File: config.mk
export PLATFORM = sky130hd
export DESIGN_NAME = quad_sample_ctrl
export DESIGN_NICKNAME = d
export VERILOG_FILES = /design/src/rtl/quad_sample_ctrl.sv
export SDC_FILE = /design/constraint.sdc
export NUM_CORES = 1
export LEC_CHECK = 0
export CAP_MARGIN = 20
export CORE_MARGIN = 4
export CORE_UTILIZATION = 37
export DETAILED_ROUTE_END_ITERATION = 8
export SLEW_MARGIN = 20
export SYNTH_ARGS = -nofsm -noshare
export SYNTH_HDL_FRONTEND = slang
export SYNTH_SLANG_ARGS = --single-unit
File: constraint.sdc
create_clock -name clk -period 9.8 [get_ports clk]
set_clock_uncertainty 0.1 [all_clocks]
set_input_delay 1.96 -clock clk [delete_from_list [all_inputs] [get_ports clk]]
set_output_delay 1.96 -clock clk [all_outputs]
set_load 0.02 [all_outputs]
File: src/rtl/quad_sample_ctrl.sv
// quad_sample_ctrl: sample-tick sequencer, zero offset and velocity for a quadrature counter.
// Define QUAD_VEL_AVG_EN to report velocity averaged over the last two periods.
module quad_sample_ctrl #(
    parameter int CNT_W = 8,
    parameter int DIV_W = 16
) (
    input  logic             clk,
    input  logic             rst,
    input  logic             en,
    input  logic [DIV_W-1:0] div,
    input  logic [CNT_W-1:0] count_in,
    input  logic             zero_req,
    input  logic             ovr_clr,
    output logic [CNT_W-1:0] pos_out,
    output logic [CNT_W-1:0] vel_out,
    output logic             smp_valid,
    input  logic             smp_ready,
    output logic             overrun,
    output logic             busy
);

    localparam logic [1:0] IDLE = 2'd0;
    localparam logic [1:0] RUN  = 2'd1;
    localparam logic [1:0] HOLD = 2'd2;

    localparam logic [DIV_W-1:0] ONE_D = {{(DIV_W-1){1'b0}}, 1'b1};

    logic [1:0]       state_q, state_d;
    logic [DIV_W-1:0] timer_q, timer_d;
    logic [CNT_W-1:0] offset_q, offset_d;
    logic [CNT_W-1:0] prev_q, prev_d;
    logic [CNT_W-1:0] pos_q, pos_d;
    logic [CNT_W-1:0] vel_q, vel_d;
    logic             first_q, first_d;
    logic             ovr_q, ovr_d;

    logic [DIV_W-1:0] div_eff;
    logic             active;
    logic             tick;
    logic             xfer;
    logic             load;
    logic             drop;
    logic             zero;
    logic [CNT_W-1:0] new_pos;
    logic [CNT_W-1:0] delta;
    logic [CNT_W-1:0] vel_calc;

`ifdef QUAD_VEL_AVG_EN
    logic [CNT_W-1:0] dprev_q, dprev_d;
    logic [CNT_W:0]   vel_sum;
`endif

    always_comb begin
        div_eff = (div == '0) ? ONE_D : div;
        active  = (state_q != IDLE);
        tick    = active && en && (timer_q == (div_eff - ONE_D));
        xfer    = (state_q == HOLD) && smp_ready;
        load    = tick && ((state_q == RUN) || xfer);
        drop    = tick && (state_q == HOLD) && !xfer;
        zero    = active && en && zero_req;
        new_pos = count_in - offset_q;
        delta   = new_pos - prev_q;
`ifdef QUAD_VEL_AVG_EN
        // Sign-extend both deltas so the halving is an arithmetic shift.
        vel_sum  = {delta[CNT_W-1], delta} + {dprev_q[CNT_W-1], dprev_q};
        vel_calc = vel_sum[CNT_W:1];
`else
        vel_calc = delta;
`endif
    end

    always_comb begin
        state_d  = state_q;
        timer_d  = timer_q;
        offset_d = offset_q;
        prev_d   = prev_q;
        pos_d    = pos_q;
        vel_d    = vel_q;
        first_d  = first_q;
        ovr_d    = ovr_q;
`ifdef QUAD_VEL_AVG_EN
        dprev_d  = dprev_q;
`endif

        unique case (state_q)
            IDLE: if (en) state_d = RUN;
            RUN: begin
                if (!en)       state_d = IDLE;
                else if (tick) state_d = HOLD;
            end
            HOLD: begin
                if (!en)               state_d = IDLE;
                else if (xfer && !tick) state_d = RUN;
            end
            default: state_d = IDLE;
        endcase

        if (!en || !active) timer_d = '0;
        else if (tick)      timer_d = '0;
        else                timer_d = timer_q + ONE_D;

        if (load) begin
            pos_d   = new_pos;
            vel_d   = first_q ? '0 : vel_calc;
            prev_d  = new_pos;
            first_d = 1'b0;
`ifdef QUAD_VEL_AVG_EN
            dprev_d = first_q ? '0 : delta;
`endif
        end

        // Zero after the sample so a coincident tick still uses the old offset.
        if (zero) begin
            offset_d = count_in;
            prev_d   = '0;
`ifdef QUAD_VEL_AVG_EN
            dprev_d  = '0;
`endif
        end

        if (!en) first_d = 1'b1;

        if (drop)         ovr_d = 1'b1;
        else if (ovr_clr) ovr_d = 1'b0;
    end

    always_ff @(posedge clk) begin
        if (rst) begin
            state_q  <= IDLE;
            timer_q  <= '0;
            offset_q <= '0;
            prev_q   <= '0;
            pos_q    <= '0;
            vel_q    <= '0;
            first_q  <= 1'b1;
            ovr_q    <= 1'b0;
`ifdef QUAD_VEL_AVG_EN
            dprev_q  <= '0;
`endif
        end else begin
            state_q  <= state_d;
            timer_q  <= timer_d;
            offset_q <= offset_d;
            prev_q   <= prev_d;
            pos_q    <= pos_d;
            vel_q    <= vel_d;
            first_q  <= first_d;
            ovr_q    <= ovr_d;
`ifdef QUAD_VEL_AVG_EN
            dprev_q  <= dprev_d;
`endif
        end
    end

    assign pos_out   = pos_q;
    assign vel_out   = vel_q;
    assign smp_valid = (state_q == HOLD);
    assign overrun   = ovr_q;
    assign busy      = (state_q != IDLE);

endmodule
### After elaboration in Yosys (flattened, before gate mapping)

Index checks and enable logic that the tools add are counted.

* bits in registers: 52
* output and inout bits: 19
* word-level logic and storage cells: 51

* $add $sub $neg: 4
* eq/ne operators: 6
* muxes and demuxes: 10
* bitwise operators: 1
* reduce and logical (&&, ||, !) cells: 22

Operator list (count)
* $add 16x1->16 const B: 1
* $eq 16x16->1: 1
* $logic_not 16->1: 1
* $mux 16: 1
* $sub 16x1->16 const B: 1
* $sub 8x8->8: 2
* $mux 2: 5
* $logic_and 1x1->1: 8
* $mux 8: 1
* $pmux 2 s3: 1
* $logic_not 1->1: 4
* $reduce_bool 2->1: 2
* $reduce_or 2->1: 2
* $ne 3x2->1 const B: 1
* $ne 3x3->1 const B: 1
* $reduce_and 3->1: 1
* $reduce_or 3->1: 1
* $eq 2x1->1 const B: 1
* $eq 2x2->1 const B: 1
* $logic_not 2->1: 1
* $logic_or 1x1->1: 2
* $mux 1: 2
* $ne 2x2->1 const B: 1
* $not 1->1: 1

### Longest topological paths before layout

* depth after elaboration: 10
* depth in mapped cells: 15

### Worst setup path before layout

OpenSTA, ideal clock, no wires.

* kind: input-to-reg
* start point: in div[13]
* end point: reg vel_q[5] (netlist: vel_out[5])
* setup time: 70 ps
* arrival time: 5248 ps
* setup slack: 4382 ps
* cell stages on the path: 14
* cells stage by stage: clkbuf_1 -> nor4_1 -> nand4_1 -> nor2b_1 -> ha_1 -> or3b_1 -> clkbuf_1 -> or4_1 -> a32oi_1 -> nand3_1 -> or4b_4 -> buf_6 -> or4_1 -> a21oi_1

* word-level cells in the longest chain between the ends: 6

RTL lines
* start, declared: RTL line 10 `input logic [DIV_W-1:0] div,`
* $logic_not 16->1: RTL line 54 `div_eff = (div == '0) ? ONE_D : div;`
* $mux 16 *: RTL line 54
* $sub 16x1->16 *: RTL line 56 `tick = active && en && (timer_q == (div_eff - ONE_D));`
* $eq 16x16->1 *: RTL line 56
* $logic_and 1x1->1 *: RTL line 56
* $logic_and 1x1->1 *: RTL line 58 `load = tick && ((state_q == RUN) || xfer);`
* end signal, assigned: RTL line 146 `vel_q <= vel_d;`
* end, declared: RTL line 33 `logic [CNT_W-1:0] vel_q, vel_d;`

Mark *: on every way between the ends. The rest lies on a longest branch, timed or not.
A chain may end at the register's enable or synchronous reset.

### Worst setup path in the final report

* start point: in div[12]
* end point: reg vel_q[5] (netlist: vel_out[5])

Same word-level chain as after synthesis.

==> impl_metrics.tcl <==
set metrics [dict create \
    status "finished clean" \
    clk_latency_ns 0.31 \
    syn-num-nets 449 \
    relSlewSlack_pct 34.0 \
    via_per_inst 5.29 \
    required_ns 9.93 \
    synth_edf_count 0 \
    dr.pass1.iters 4 \
    antenna_found_initial 0 \
    fin_ws_ns 3.84 \
    ant_nets 0 \
    wire_per_inst_um 13.9 \
    syn_area_sq_um 3280 \
    grt_start_max_net_pins 35 \
    ys_ff_latch 52 \
    setup.worst_path.class "input port to flop" \
    core_area_sq_um 8680 \
    cts.root.buffer_cell "clkbuf_8" \
    cts.clk_slew.worst_paths_ns 0.10 \
    ys_seq_area_share_pct 31.7 \
    intPower_w 0.000305 \
    cp_max_fo 30 \
    p_sw_w 0.000117 \
    clockBufferDepth 2 \
    setup_tns_ns 0 \
    cts.sinks 52 \
    via_count 2895 \
    die_width_um 102 \
    static-leakage-power_nw 1.41 \
    syn_avg_cell_area_sq_um 8.18 \
    endpoint "vel_out[5]$_SDFFE_PP0P_" \
    setup_viol 0 \
    hpwlAfterDp_mm 5.81 \
    r2r-end "vel_out[7]$_SDFFE_PP0P_" \
    end_kind "flop" \
    slew_violations 0 \
    p_per_area_nw_per_um2 108 \
    syn_to_final_growth_pct 19.1 \
    reg2reg_from "offset_q[1]$_SDFFE_PP0P_" \
    start_util_pct 37.8 \
    cp.arrival_ns 6.08 \
    regToRegSetupSlack_ns 6.53 \
    swShare_pct 27.7 \
    drive_above_1_share_pct 5.01 \
    ys_async_sr_fraction_pct 0 \
    cp-start-kind "input port" \
    synthCells 401 \
    hold_violations 0 \
    drt_iter0_drc 116 \
    pre_cts_slack_ns 3.25 \
    cts_resized 0 \
    port_buffers 48 \
    final_nets 486 \
    rsz0062_at_grt "false" \
    io_pins 49 \
    peakVddDrop_mv 0.0558 \
    grt_pass1_vias 2714 \
    p_clk_share_pct 31.7 \
    fmaxAchievable_mhz 168 \
    crit_path_start "div[12]" \
    hold_buffers 0 \
    finalWirelength_mm 7.58 \
    cts_setup_buffers 0 \
    htreeDepth 2 \
    grt_pass1_wl_mm 12.6 \
    ys_warn_count 0 \
    power_frac_seq_pct 50.5 \
    combPwrFrac_pct 17.8 \
    tightest_slew_ns 0.987 \
    num_antenna_cells 0 \
    cts_buffers 5 \
    synthFlopType "dfxtp_1" \
    max_cap_violations 0 \
    synthDistinctLibCells 57 \
    fp.dieH_um 102 \
    die_area_sq_um 10400 \
    reg2regPathDepth 15 \
    track_usage_pct 14.9 \
    overflow 0 \
    gp_congestion 0.847 \
    fin_crit_ns 5.96 \
    rows 34 \
    hold_path_class "flop to flop" \
    cts_tree "done" \
    fill_cells 905 \
    fin_crit_sh_pct 60.8 \
    drc 0 \
]
## sequential cells by signal, summed over array words and instances, names as in the netlist
| name | cells |
|---|---|
| timer_q | 16 |
| offset_q | 8 |
| pos_out | 8 |
| prev_q | 8 |
| vel_out | 8 |
| state_q | 2 |
| first_q | 1 |
| overrun | 1 |
## critical path: stages
cell,delay (ns)
clkdlybuf4s50_1,0.66
nor4_1,0.12
nand4_1,0.14
nor2b_1,0.16
ha_1,0.22
or3b_1,0.48
or4_1,0.55
a32oi_1,0.27
nand3_1,0.16
or4b_4,0.67
or4_1,0.52
a21oi_1,0.15
## cells by family (layout without fill, tap and decap cells)
| logic type | after synthesis | in the layout | synth area share, % |
|---|---|---|---|
| buffers and inverters | 45 | 83 | 5.87 |
| xor gates and xnor gates | 40 | 40 | 11.1 |
| and+or+nand+nor | 146 | 146 | 24.3 |
| AOI/OAI and AO/OA | 92 | 92 | 17.2 |
| DFF | 52 | 52 | 31.7 |
| adders and majority gates | 18 | 18 | 7.32 |
| muxes | 8 | 8 | 2.44 |
## worst min-delay path by stage
stage | startpoint | endpoint | slack [ns] | cells after the start
3_3_place_gp | vel_out[1]$_SDFFE_PP0P_ | vel_out[1]$_SDFFE_PP0P_ | 0.36 | 2
4_1_cts | vel_out[1]$_SDFFE_PP0P_ | vel_out[1]$_SDFFE_PP0P_ | 0.38 | 2
6_report | overrun$_SDFFE_PP0P_ | overrun$_SDFFE_PP0P_ | 0.37 | 2
3_5_place_dp | vel_out[1]$_SDFFE_PP0P_ | vel_out[1]$_SDFFE_PP0P_ | 0.36 | 2
5_1_grt | prev_q[5]$_SDFFE_PP0P_ | prev_q[5]$_SDFFE_PP0P_ | 0.40 | 2
2_1_floorplan | prev_q[5]$_SDFFE_PP0P_ | prev_q[5]$_SDFFE_PP0P_ | 0.35 | 2
## layout by cell type, fill, tap and decap left out, types with 6 or more instances in the layout
master           instances
inv_1                   27
a21oi_1                 31
xor2_1                  19
xnor2_1                 20
ha_1                    16
o21ai_0                 30
clkdlybuf4s50_1         48
mux2i_1                  8
nor2b_1                  9
clkbuf_8                 6
nor2_1                  41
nand2_1                 17
dfxtp_1                 52
or4_1                    9
nand3_1                 24
## cell type report
type	instances	area, sq um	share of cell area (%)
inverters	27	101	2.59
well taps	108	135	3.46
clock inverters	2	13.8	0.352
flip-flops and latches	52	1040	26.6
clock buffers	6	82.6	2.11
multi-input cells	304	2050	52.5
repair buffers	48	480	12.3
## through the flow
stage	area [sq um]	cells	util [%]	power [W]	hold slack, ns
floorplan	3280	401	-	0.000267	0.350
global placement	3810	539	43.9	0.000292	0.358
detailed placement	3810	539	43.9	0.000293	0.364
CTS	3900	547	45.0	0.000429	0.379
global route	3910	547	45.0	0.000447	0.399
finish	3910	547	45.0	0.000422	0.375
## routing by layer
metal	GRT usage, %	routed length (um)
met1	19.5	3650
met2	24.7	3500
met3	2.66	285
met4	5.25	145
met5	0	0
## cells in the mapped netlist (13+ instances only)
cell / n / area share [%]
nor2_1: 41 / 4.7
inv_1: 27 / 3.1
clkbuf_1: 13 / 1.5
o21ai_0: 30 / 4.6
nand3_1: 25 / 3.8
dfxtp_1: 52 / 32
a21oi_1: 31 / 4.7
nand2_1: 17 / 1.9
xnor2_1: 20 / 5.3
xor2_1: 19 / 5.1
ha_1: 16 / 6.1
## power groups by stage
stage	sequential, W	clock, W	combinational [W]
2_1_floorplan	0.000218	0	0.0000490
3_3_place_gp	0.000218	0	0.0000746
3_5_place_dp	0.000218	0	0.0000750
4_1_cts	0.000213	0.000140	0.0000755
5_1_grt	0.000213	0.000149	0.0000845
6_report	0.000213	0.000134	0.0000753
Power figures use the tool's default switching activity.
